<file path="config.mk">
export PLATFORM = sky130hd
export DESIGN_NAME = alu_arbiter
export DESIGN_NICKNAME = d
export VERILOG_FILES = /design/src/rtl/alu_arbiter.sv
export SDC_FILE = /design/constraint.sdc
export NUM_CORES = 1
export LEC_CHECK = 0
export ABC_AREA = 0
export BUFFER_PORTS_ARGS = -buffer_cell sky130_fd_sc_hd__buf_4
export CORE_AREA = 2 2 122 124
export CTS_BUF_LIST = sky130_fd_sc_hd__clkbuf_8
export DETAILED_ROUTE_END_ITERATION = 7
export DIE_AREA = 0 0 124 126
export PLACE_DENSITY = 0.69
export SYNTH_ARGS = -nofsm -noshare
export SYNTH_HDL_FRONTEND = slang
export SYNTH_SLANG_ARGS = --single-unit
</file>
<file path="constraint.sdc">
create_clock -name CLK -period 3.1 [get_ports CLK]
set_input_delay 0.62 -clock CLK [delete_from_list [all_inputs] [get_ports CLK]]
set_output_delay 0.62 -clock CLK [all_outputs]
set_load 0.01 [all_outputs]
</file>
<file path="src/rtl/alu_arbiter.sv">
// Round-robin arbiter sharing one combinational ALU between two requesters.
// A single IDLE -> EXEC -> RESP sequence serves one operation at a time.
module alu_arbiter #(
    parameter int n = 32
) (
    input  logic         CLK,
    input  logic         RST_N,
    input  logic         REQ0_VALID,
    output logic         REQ0_READY,
    input  logic [n-1:0] REQ0_A,
    input  logic [n-1:0] REQ0_B,
    input  logic [3:0]   REQ0_FUN,
    input  logic         REQ1_VALID,
    output logic         REQ1_READY,
    input  logic [n-1:0] REQ1_A,
    input  logic [n-1:0] REQ1_B,
    input  logic [3:0]   REQ1_FUN,
    output logic         RSP0_VALID,
    input  logic         RSP0_READY,
    output logic [n-1:0] RSP0_RESULT,
    output logic         RSP0_ZERO,
    output logic         RSP1_VALID,
    input  logic         RSP1_READY,
    output logic [n-1:0] RSP1_RESULT,
    output logic         RSP1_ZERO,
    output logic [n-1:0] ALU_A,
    output logic [n-1:0] ALU_B,
    output logic [3:0]   ALU_FUN,
    input  logic [n-1:0] ALU_RESULT,
    input  logic         ALU_ZERO,
    output logic         BUSY
);

    typedef enum logic [1:0] {IDLE, EXEC, RESP} state_t;

    state_t         state_q, state_d;
    logic           last_q, last_d;
    logic           gnt_q, gnt_d;
    logic [n-1:0]   a_q, a_d, b_q, b_d, res_q, res_d;
    logic [3:0]     fun_q, fun_d;
    logic           zero_q, zero_d;

    logic           grant_id;
    logic           accept;
    logic           rsp_done;

    always_comb begin
        // Contention goes to whoever was not served last; otherwise the lone requester wins.
        grant_id = (REQ0_VALID && REQ1_VALID) ? ~last_q : REQ1_VALID;
        accept   = RST_N && (state_q == IDLE) && (REQ0_VALID || REQ1_VALID);
        rsp_done = (state_q == RESP) && (gnt_q ? RSP1_READY : RSP0_READY);

        state_d = state_q;
        last_d  = last_q;
        gnt_d   = gnt_q;
        a_d     = a_q;
        b_d     = b_q;
        fun_d   = fun_q;
        res_d   = res_q;
        zero_d  = zero_q;

        case (state_q)
            IDLE: if (accept) begin
                gnt_d   = grant_id;
                a_d     = grant_id ? REQ1_A   : REQ0_A;
                b_d     = grant_id ? REQ1_B   : REQ0_B;
                fun_d   = grant_id ? REQ1_FUN : REQ0_FUN;
                state_d = EXEC;
            end
            EXEC: begin
                res_d   = ALU_RESULT;
                zero_d  = ALU_ZERO;
                state_d = RESP;
            end
            RESP: if (rsp_done) begin
                last_d  = gnt_q;
                state_d = IDLE;
            end
            default: state_d = IDLE;
        endcase
    end

    always_ff @(posedge CLK or negedge RST_N) begin
        if (!RST_N) begin
            state_q <= IDLE;
            last_q  <= 1'b1;
            gnt_q   <= 1'b0;
            a_q     <= '0;
            b_q     <= '0;
            fun_q   <= '0;
            res_q   <= '0;
            zero_q  <= 1'b0;
        end else begin
            state_q <= state_d;
            last_q  <= last_d;
            gnt_q   <= gnt_d;
            a_q     <= a_d;
            b_q     <= b_d;
            fun_q   <= fun_d;
            res_q   <= res_d;
            zero_q  <= zero_d;
        end
    end

    assign REQ0_READY  = accept && !grant_id;
    assign REQ1_READY  = accept && grant_id;

    assign ALU_A       = a_q;
    assign ALU_B       = b_q;
    assign ALU_FUN     = fun_q;
    assign BUSY        = (state_q != IDLE);

    // The idle requester's response lanes stay at zero rather than echoing stale data.
    assign RSP0_VALID  = (state_q == RESP) && !gnt_q;
    assign RSP1_VALID  = (state_q == RESP) && gnt_q;
    assign RSP0_RESULT = RSP0_VALID ? res_q : '0;
    assign RSP1_RESULT = RSP1_VALID ? res_q : '0;
    assign RSP0_ZERO   = RSP0_VALID && zero_q;
    assign RSP1_ZERO   = RSP1_VALID && zero_q;

endmodule

</file>
; Word-level counts from Yosys, hierarchy flattened
; Cells that the tools add are included.
[word_totals]
memories = 0
input_bits = 175
latchBits = 0
romBits = 0
elab_cells = 41
ramBits = 0
ff_bits = 105
[op_classes]
bitwise_logic = 1
multipliers = 0
n_reduce_logical = 18
n_mux = 10
shift = 0
magnitude_cmp = 0
n_eq_ne = 4
div = 0
add_sub_neg = 0
[op_table]
columns = op, n
row1 = $mux 32, 4
row2 = $logic_and 1x1->1, 10
row3 = $pmux 2 s3, 1
row4 = $reduce_and 2->1, 3
row5 = $mux 2, 2
row6 = $mux 4, 1
row7 = $ne 2x2->1 const B, 2
row8 = $eq 2x1->1 const B, 1
row9 = $eq 2x2->1 const B, 1
row10 = $logic_not 1->1, 2
row11 = $logic_not 2->1, 1
row12 = $mux 1, 2
row13 = $reduce_bool 2->1, 1
row14 = $logic_or 1x1->1, 1
row15 = $not 1->1, 1

; Logic depth before layout (Yosys ltp)
[logic_depth]
word_depth = 5
mapped_depth = 7

; Least setup slack after synthesis
; Ideal clock, no wire load.
[synth_timing]
path_type = input-to-output
start = input RST_N
end = output REQ0_READY
path_slack_ns = 0.876
t_required_ns = 2.480
cell_stages = 5
arrival_ns = 1.604
cell_sequence = or3b_1 > buf_2 > buf_6 > buf_6 > nor3b_2
[synth_between]
elab_chain_cells = 3
[synth_lines]
columns = element, line_no
row1 = from (decl), 7  ; input logic RST_N,
row2 = $logic_and 1x1->1 (2 in series), 50  ; accept = RST_N && (state_q == IDLE) && (REQ0_VALID || REQ1_VALID);
row3 = $logic_and 1x1->1, 105  ; assign REQ0_READY = accept && !grant_id;
row4 = to (decl), 9  ; output logic REQ0_READY,
; No other way between the ends.

; Worst setup path in the final report
[layout_timing]
start = register state_q[1]
end = output RSP0_RESULT[22]
[layout_between]
elab_chain_cells = 3
[layout_lines]
columns = element, line_no
row1 = from (decl), 36  ; state_t state_q, state_d;
row2 = from (signal assigned), 94  ; state_q <= state_d;
row3 = $eq 2x2->1, 114  ; assign RSP0_VALID = (state_q == RESP) && !gnt_q;
row4 = $logic_and 1x1->1, 114
row5 = $mux 32, 116  ; assign RSP0_RESULT = RSP0_VALID ? res_q : '0;
row6 = to (decl), 20  ; output logic [n-1:0] RSP0_RESULT,
; No other way between the ends.

==> metrics.md <==
| Metric | Value |
|---|---|
| Status | `complete, no violations` |
| Compound-Gate Fraction of Synth Area | `13.9%` |
| Utilization of the core after routing | `54.0%` |
| Ys async rst share | `100%` |
| Via-to-Cell Ratio | `5.35` |
| Worst R2R End | `ALU_B[0]` |
| Mux share of post-synthesis cell area | `7.44%` |
| Simple-Gate Fraction of Synth Area | `22.1%` |
| Via count | `5100` |
| Unrepaired setup endpoints after global routing | `false` |
| DRT met1 WL | `6.83 mm` |
| Root Driver | `clkbuf_8` |
| # resized after CTS | `0` |
| Syn_nets | `661` |
| Flop2flop setup slack | `0.85 ns` |
| Max Cap Viol | `0` |
| Largest family of logic cells by synthesized area | `simple AND/OR/NAND/NOR gates` |
| Global-route wire length before repair | `25.8 mm` |
| Final-report hold violation count | `0` |
| Area growth from synthesis to layout | `50.6%` |
| CTS buffer count | `9` |
| Core Area | `14300 um2` |
| Clk buf depth | `2` |
| Fin area | `7730 um2` |
| Max Used Layer | `met4` |
| # hold bufs at CTS | `0` |
| Die W | `124 um` |
| Vias in the first global route | `4943` |
| Synth Register Bits | `105` |
| Critical Path End Type | `primary output` |
| Fill count | `1304` |
| Max IR drop VDD | `0.000361 V` |
| Final-report setup violation count | `0` |
| Drt first-iter violations | `329` |
| Synth Instances | `486` |
| Worst Max-Slew Pin Slew | `0.885 ns` |
| CTS clk-pin slew, worst paths | `0.09 ns` |
| Placed insts | `936` |
| Worst EP required | `2.48 ns` |
| Met3 wire length | `1.80 mm` |
| Adder-cell area share of the yosys netlist | `0%` |
| Multi-input gate area | `2260 um2` |
| Row count | `44` |
| Fin Clk Skew | `0.0180 ns` |
| Final net count | `938` |
| Die Area | `15600 um2` |
| Xor/xnor share of the synthesized area | `0%` |
| Average size of a mapped cell | `10.6 um2` |
| Element type at the critical path start | `flop` |
| Drt total wl | `17.4 mm` |
| Routed len/inst | `18.3 um` |
| Worst r2r src | `state_q[0]` |
| Final period util | `83.2%` |
| Skew-Pair Late Insertion Delay | `0.37 ns` |
| Synthesized cell area | `5130 um2` |
| # H-tree levels | `3` |
| Post-CTS setup buffers | `0` |
| Worst hold-check path type | `input pin to asynchronous set/reset pin` |
| GRT Util Overall | `21.3%` |
| Synth area leaders | `dfrtp_1 51%, a221o_1 13%, and3_1 8.2%, mux2_2 7.2%, nor3_1 5.8%` |
| Buffers on Ports | `313` |
| Layout cell share with drive strength beyond 1 | `50.5%` |
| EDFF count, synth | `0` |
| Ys Warns | `0` |
| FMAX | `0.388 GHz` |
| Final Hold Slack | `0.0595 ns` |
| Post-DP Area | `7560 um2` |
| Final min period | `2.58 ns` |
| Initial Util | `35.8%` |
| TritonCTS clock tree | `done` |
| Pwr dens | `803 nW/um2` |
| Relative max-transition margin | `40.9%` |
| Crit Path Max Fanout | `31` |
| Top_reg_cell synth | `dfrtp_1` |
| Pin count of the biggest net entering global routing | `69` |
| Drt drc | `0` |
| Max-slew violation count | `0` |
| Setup_tns | `0 ns` |
| Final Wtd Congestion | `0.805` |
| R2R depth | `4` |
| Drt pass-1 iters | `4` |
| Register area share after synthesis | `51.3%` |
| Total gr overflow | `0` |
| Unique cell type count in the Yosys netlist | `25` |
| I/O Pins | `314` |
| P_leak | `4.03 nW` |
| Routed Antenna Nets | `0` |
| Initial antenna violation count | `1` |
| Metal2 WL | `8.38 mm` |
| Register area | `2630 um2` |
| Cell taking the most area after synthesis | `dfrtp_1` |
| Fin cells | `953` |
| Sink Count | `105` |
| CP arrival | `1.96 ns` |
| Die H | `126 um` |
| Synth top area share | `50.7%` |
| CP Class | `flop to primary output` |
| Final HPWL DP | `12.8 mm` |
==> synth_stat cells, drive strengths merged, types with 2 or more instances <==
cell / number
mux2: 33
nor3b: 2
a221o: 68
clkbuf: 39
nor2b: 3
and2: 2
nand2: 70
nor3: 68
buf: 19
dfrtp: 104
inv: 2
and3: 67
a21oi: 2
==> report_power, final <==
group	internal (mW)	switching [mW]
sequential	2.03	0.456
clock	0.284	0.469
combinational	1.60	1.37
==> logic make-up (layout without fill, tap and decap cells) <==
kind of cell | count (synthesis) | after routing
mux | 34 | 34
simple gates | 214 | 214
buf+inv | 60 | 342
flops | 105 | 105
other cells | 0 | 1
compound gates | 73 | 73
==> worst max path at each step <==
stage	start	end	slack, ns	cells after the start
floorplan	RST_N	REQ0_READY	0.88	5
global placement	RST_N	ALU_B[14]	0.59	5
detailed placement	RST_N	ALU_B[0]	0.56	5
CTS	state_q[1]	RSP0_RESULT[22]	0.50	4
global route	state_q[1]	RSP0_RESULT[29]	0.38	4
finish	state_q[1]	RSP0_RESULT[22]	0.52	4
==> critical path: stages, from the launching register on <==
cell and delay, ns:
dfrtp_1 0.43, nor2b_4 0.51, buf_4 0.33, and3_1 0.20
buf_4 0.13
==> sequential cells by signal, summed over array words and instances (netlist names) <==
register	flops
ALU_A	32
ALU_B	32
res_q	32
ALU_FUN	4
state_q	2
gnt_q	1
last_q	1
zero_q	1
==> through the flow <==
stage / power [mW] / setup slack (ns)
floorplan: 3.97 / 0.876
global placement: 5.41 / 0.585
detailed placement: 5.50 / 0.556
CTS: 6.26 / 0.497
global route: 6.59 / 0.382
finish: 6.20 / 0.520
==> final cells by class <==
cell class,instances,area share (%)
well taps,184,2.98
clock buffers,9,1.60
multi-input cells,321,29.2
flip-flops and latches,105,34.0
clock inverters,7,0.534
diodes,1,0.0324
inverters,2,0.0972
repair buffers,324,31.5
==> per-layer routing <==
layer / global-route usage, % / vias to the layer above
li1: - / 2361
met1: 26.3 / 2447
met2: 35.1 / 265
met3: 6.70 / 27
met4: 7.07 / 0
met5: 0 / -
==> cell usage in the layout, fill, tap and decap left out, types with 5 or more instances in the layout <==
cell and instances:
clkbuf_8 9, nor3_1 59, mux2_2 33, a221o_1 68
and3_1 66, inv_1 5, dfrtp_1 104, nor3_2 9
buf_4 324, nand2_1 70
Note: power is estimated with default switching activity, not from simulation.
